<file path="config.mk">
export PLATFORM = sky130hd
export DESIGN_NAME = seg7_scan_driver
export DESIGN_NICKNAME = d
export VERILOG_FILES = /design/src/rtl/seg7_scan_driver.sv
export SDC_FILE = /design/constraint.sdc
export NUM_CORES = 1
export LEC_CHECK = 0
export CORE_UTILIZATION = 40
export CTS_CLUSTER_DIAMETER = 40
export CTS_CLUSTER_SIZE = 25
export DETAILED_ROUTE_END_ITERATION = 10
export SYNTH_ARGS = -nofsm -noshare
export SYNTH_HDL_FRONTEND = slang
export SYNTH_SLANG_ARGS = --single-unit
</file>
<file path="constraint.sdc">
create_clock -name clock -period 2.5 [get_ports clock]
set_input_delay 0.375 -clock clock [delete_from_list [all_inputs] [get_ports clock]]
set_output_delay 0.375 -clock clock [all_outputs]
set_load 0.01 [all_outputs]
</file>
<file path="src/rtl/seg7_scan_driver.sv">
// rtl/seg7_scan_driver.sv - multiplexed 7-segment scan driver with shadow registers and anti-ghost blanking
// Registered, active-low outputs; one digit slot per REFRESH_DIV cycles, first cycle of each slot dark.
module seg7_scan_driver #(
  parameter int NUM_DIGITS  = 4,
  parameter int REFRESH_DIV = 50000,
  parameter bit LZ_BLANK    = 1'b0
) (
  input  logic                      clock,
  input  logic                      resetn,
  input  logic                      w_enable,
  input  logic [4*NUM_DIGITS-1:0]   value,
  input  logic [NUM_DIGITS-1:0]     digit_en,
  input  logic [NUM_DIGITS-1:0]     dp_in,
  input  logic                      blank,
  output logic [NUM_DIGITS-1:0]     digit_select,
  output logic [6:0]                write_this,
  output logic                      dp_out
);

  localparam int IDX_W = (NUM_DIGITS > 1) ? $clog2(NUM_DIGITS) : 1;
  localparam int CNT_W = $clog2(REFRESH_DIV);
  localparam logic [CNT_W-1:0] CNT_LAST = CNT_W'(REFRESH_DIV - 1);
  localparam logic [IDX_W-1:0] IDX_LAST = IDX_W'(NUM_DIGITS - 1);

  logic [CNT_W-1:0]          cnt;
  logic [IDX_W-1:0]          idx;
  logic [4*NUM_DIGITS-1:0]   shadow_value;
  logic [NUM_DIGITS-1:0]     shadow_en;
  logic [NUM_DIGITS-1:0]     shadow_dp;

  logic [NUM_DIGITS-1:0]     lz_mask;
  logic                      zeros_above;
  logic [3:0]                cur_nibble;
  logic                      drive;
  logic [NUM_DIGITS-1:0]     sel_one_cold;

  function automatic logic [6:0] hex_glyph(input logic [3:0] nib);
    case (nib)
      4'h0: hex_glyph = 7'b1000000;
      4'h1: hex_glyph = 7'b1111001;
      4'h2: hex_glyph = 7'b0100100;
      4'h3: hex_glyph = 7'b0110000;
      4'h4: hex_glyph = 7'b0011001;
      4'h5: hex_glyph = 7'b0010010;
      4'h6: hex_glyph = 7'b0000010;
      4'h7: hex_glyph = 7'b1111000;
      4'h8: hex_glyph = 7'b0000000;
      4'h9: hex_glyph = 7'b0010000;
      4'hA: hex_glyph = 7'b0001000;
      4'hB: hex_glyph = 7'b0000011;
      4'hC: hex_glyph = 7'b1000110;
      4'hD: hex_glyph = 7'b0100001;
      4'hE: hex_glyph = 7'b0000110;
      default: hex_glyph = 7'b0001110;
    endcase
  endfunction

  // A digit is suppressed when it and every more-significant nibble are zero; digit 0 always shows.
  always_comb begin
    zeros_above = 1'b1;
    lz_mask     = '0;
    for (int i = NUM_DIGITS - 1; i >= 0; i--) begin
      zeros_above = zeros_above && (shadow_value[4*i +: 4] == 4'h0);
      lz_mask[i]  = LZ_BLANK && (i != 0) && zeros_above;
    end
  end

  always_comb begin
    cur_nibble   = shadow_value[{idx, 2'b00} +: 4];
    drive        = (cnt != '0) && !blank && shadow_en[idx] && !lz_mask[idx];
    sel_one_cold = ~(NUM_DIGITS'(1) << idx);
  end

  always_ff @(posedge clock or negedge resetn) begin
    if (!resetn) begin
      cnt          <= '0;
      idx          <= '0;
      shadow_value <= '0;
      shadow_en    <= '0;
      shadow_dp    <= '0;
      digit_select <= '1;
      write_this   <= 7'h7F;
      dp_out       <= 1'b1;
    end else begin
      if (w_enable) begin
        shadow_value <= value;
        shadow_en    <= digit_en;
        shadow_dp    <= dp_in;
      end

      if (cnt == CNT_LAST) begin
        cnt <= '0;
        idx <= (idx == IDX_LAST) ? '0 : idx + IDX_W'(1);
      end else begin
        cnt <= cnt + CNT_W'(1);
      end

      if (drive) begin
        digit_select <= sel_one_cold;
        write_this   <= hex_glyph(cur_nibble);
        dp_out       <= ~shadow_dp[idx];
      end else begin
        digit_select <= '1;
        write_this   <= 7'h7F;
        dp_out       <= 1'b1;
      end
    end
  end

endmodule

</file>
==> run summary <==
For this run, the total global-route usage over all layers was measured as 16.1%. The shortest clock period the worst path allows after layout came out at 1.98 ns. For this design, the CTS-stage hold fixing added 0 buffers.

The worst setup path is launched from a flop. The number of pins with negative max-slew slack in the final report is 0, and the core occupancy in the finished layout is 52.1%. Counting flops and latches in the post-synthesis netlist gives 54. In this run the post-CTS setup repair buffer count came out at 0. The run gives 2.19 ns as the endpoint arrival time on the critical path. The worst clock skew was 0.00688 ns; the count of input and output buffers was 39.

The biggest cell delay along the critical path is 0.61 ns. The worst register-to-register path ends at write_this[3]. The logs give 54 for the number of sinks on the clock net and 0 for the number of diodes added for antenna fixing. Once detailed placement completed, the half-perimeter wirelength came to 3.45 mm. The cell sitting at the root of the clock tree is a sky130_fd_sc_hd__clkbuf_8.

Element type at the critical path end: a flop. Clock latency on the worst-skew pair, taken at its later pin, is 0.31 ns. The logs give 1654 for the via total after detailed routing and 42.5% for the effective utilization at floorplan. For the gate count of the mapped netlist, the log shows 207.

Clock-pin slew on the worst setup and hold paths: 0.09 ns. The logs give 6800 sq um for the die outline area and 0 ns for the accumulated negative setup slack. The worst setup path is of the flop to flop kind. The number of nets in the finished design is 288.

The synthesized netlist net count is 247, and the routed wire length is 4.73 mm. Headroom to the max-slew limit came out at 53.1%. After detailed routing, the number of vias per cell comes to 5.10. The number of synthesized flops with an enable pin is 0. Across the run, the number of max-cap violations was 0. For this run, the register share of the synthesized area comes to 52.8%. The number of buffers inserted during clock tree synthesis is 5, and the first-pass iteration count of the detailed router is 4. The run finished with clean final reports. In this run the power density over the cells is 566 nW/um^2. In the synthesized netlist the dominant register cell turns out to be sky130_fd_sc_hd__dfrtp_1. STA puts the critical path data required time at 2.72 ns. In this run the worst path has a maximum fanout of 5. In this run, distinct cell masters in the synthesized netlist total 34. The pin count of the biggest net entering global routing was 34. Maximum level of the CTS H-tree: 2. The top-area cell type share of the netlist area was 40.6%. The part of the cycle the worst path needs was 79.0%. Sorting the synthesized cells by how often they occur yields sky130_fd_sc_hd__dfrtp_1, sky130_fd_sc_hd__mux2_2, sky130_fd_sc_hd__nand2_1, sky130_fd_sc_hd__xor2_1.

The count of nets left with antenna violations once routing finished came out at 0. The first routing iteration left 40 violations. The worst register-to-register path has a depth of 5. Post-detailed-route wirelength per cell: 14.6 um. Pin placement for this block handled 40 I/O pins. The critical path goes through mux4_2, ha_1, or2_2, a21oi_1, o21ai_0.

In this run the cell area of the synthesized design comes to 2590 sq um. During synthesis, Yosys emitted a total of 0 warnings. The die is 82.5 um tall. In this run the deepest clock path goes through 2 buffers.

The number of global-route vias before repair came out at 1643. The startpoint identified for the worst register-to-register timing path is idx[0]. The path class of the tightest hold or removal check is primary input to async pin. Setup repair after global routing left no endpoint under its margin. Among all stages on the critical path, the largest delay is contributed by sky130_fd_sc_hd__mux4_2.

The analysis attributes to cell leakage a power of 1.31 nW. Compared with the post-synthesis result, the final layout area differs by 22.6%. The fraction of registers with async set/reset works out to 100%. The dominant cell type by area after synthesis was sky130_fd_sc_hd__dfrtp_1. For the pin with the worst max-slew slack, the measured transition is 0.703 ns. sky130_fd_sc_hd__dfrtp_1 is the most common cell in the netlist. For the final-report hold violation count, the log shows 0. The wire length of the first global-routing pass is 7.98 mm.

The run gives 0 as the post-CTS resize count. The setup slack of the worst register-to-register path is 0.52 ns. The number of standard-cell rows in the floorplan was 28; the fraction of layout cells with a size suffix above 1 was 25.3%. For this run, the top clock speed supported by timing is 0.506 GHz. Measured along the x axis, the die boundary spans 82.5 um. VDD sags by at most 0.265 mV.

Setup violations remaining at the end of the flow were counted as 0. The core area is 6100 sq um, and the DRC violation count after routing is 0. Mean instance size in the synthesized netlist: 12.5 sq um.

The initial antenna violation count is 0. TritonCTS built the clock tree. By area the synthesized netlist is led by sky130_fd_sc_hd__dfrtp_1, sky130_fd_sc_hd__dfstp_2, sky130_fd_sc_hd__mux2_2, sky130_fd_sc_hd__mux4_2, sky130_fd_sc_hd__ha_1. After global routing the overflow that remains totals 0. Routability-driven placement finished with a final weighted congestion of 0.770.
-- report_power, final --
part | internal (mW) | total, mW | switching, mW
clock | 0.299 | 0.591 | 0.292
sequential | 0.934 | 0.964 | 0.0297
combinational | 0.142 | 0.242 | 0.100
total | 1.38 | 1.80 | 0.422
-- how the worst max path moves through the flow --
stage | start | to | slack [ns] | depth (start not counted)
after floorplan | idx[0] | write_this[3] | 0.52 | 6
after global placement | idx[0] | write_this[3] | 0.55 | 5
after detailed placement | idx[0] | write_this[3] | 0.50 | 5
after CTS | idx[0] | write_this[3] | 0.48 | 5
after global routing | idx[0] | write_this[3] | 0.34 | 5
final | idx[0] | write_this[3] | 0.52 | 5
-- cells in the final DEF, fill, tap and decap left out, drive strengths merged, types with 6 or more instances in the layout --
| cell | n |
|---|---|
| dfrtp | 42 |
| clkdlybuf4s50 | 38 |
| mux2 | 27 |
| nand2 | 18 |
| xor2 | 13 |
| nor2 | 12 |
| ha | 12 |
| dfstp | 12 |
| mux4 | 7 |
| nand3 | 7 |
| inv | 6 |
| clkbuf | 6 |
| buf | 6 |
-- layer usage --
metal  up-vias  part of all wire [%]  global-route usage [%]
met5         -                     0                       0
met4         0                  0.66                    4.74
met3         2                   3.3                    4.07
met2        36                    45                    24.5
met1       805                    51                    22.7
li1        811                     -                       -
-- logic make-up after synthesis --
kind of cell | share of synthesized area (%)
compound gates | 3.96
xor+xnor | 5.75
flops | 52.8
mux | 17.8
fa+ha+maj | 5.80
buf+inv | 2.46
simple gates | 11.4
-- stage by stage --
step | setup slack [ns] | instance area, sq um | power (mW) | hold slack (ns) | instances
2_1_floorplan | 0.523 | 2590 | 1.11 | 0.0794 | 207
3_3_place_gp | 0.548 | 3070 | 1.22 | 0.471 | 316
3_5_place_dp | 0.495 | 3070 | 1.23 | 0.472 | 316
4_1_cts | 0.479 | 3180 | 1.82 | 0.127 | 324
5_1_grt | 0.344 | 3180 | 1.88 | 0.167 | 324
6_report | 0.525 | 3180 | 1.80 | 0.0998 | 324
-- registers in the layout, summed over array words and instances (netlist names) --
name	cells
write_this	7
shadow_en	4
dp_out	1
digit_select	4
shadow_value	16
shadow_dp	4
idx	2
cnt	16
-- critical path: cells and delay by family, from the launching register on --
family | cells | cell delay, ns
DFF | 1 | 0.50
AOI/OAI and AO/OA | 2 | 0.21
adders and majority gates | 1 | 0.26
and+or+nand+nor | 1 | 0.31
muxes | 1 | 0.61
-- cell type report --
cell class	instances	area, sq um
fill	559	2920
sequential	54	1370
multi-input combinational	137	1160
clock inverter	2	37.5
tap	75	93.8
timing repair buffer	44	423
inverter	6	22.5
clock buffer	6	72.6
Note: power is estimated with default switching activity, not from simulation.
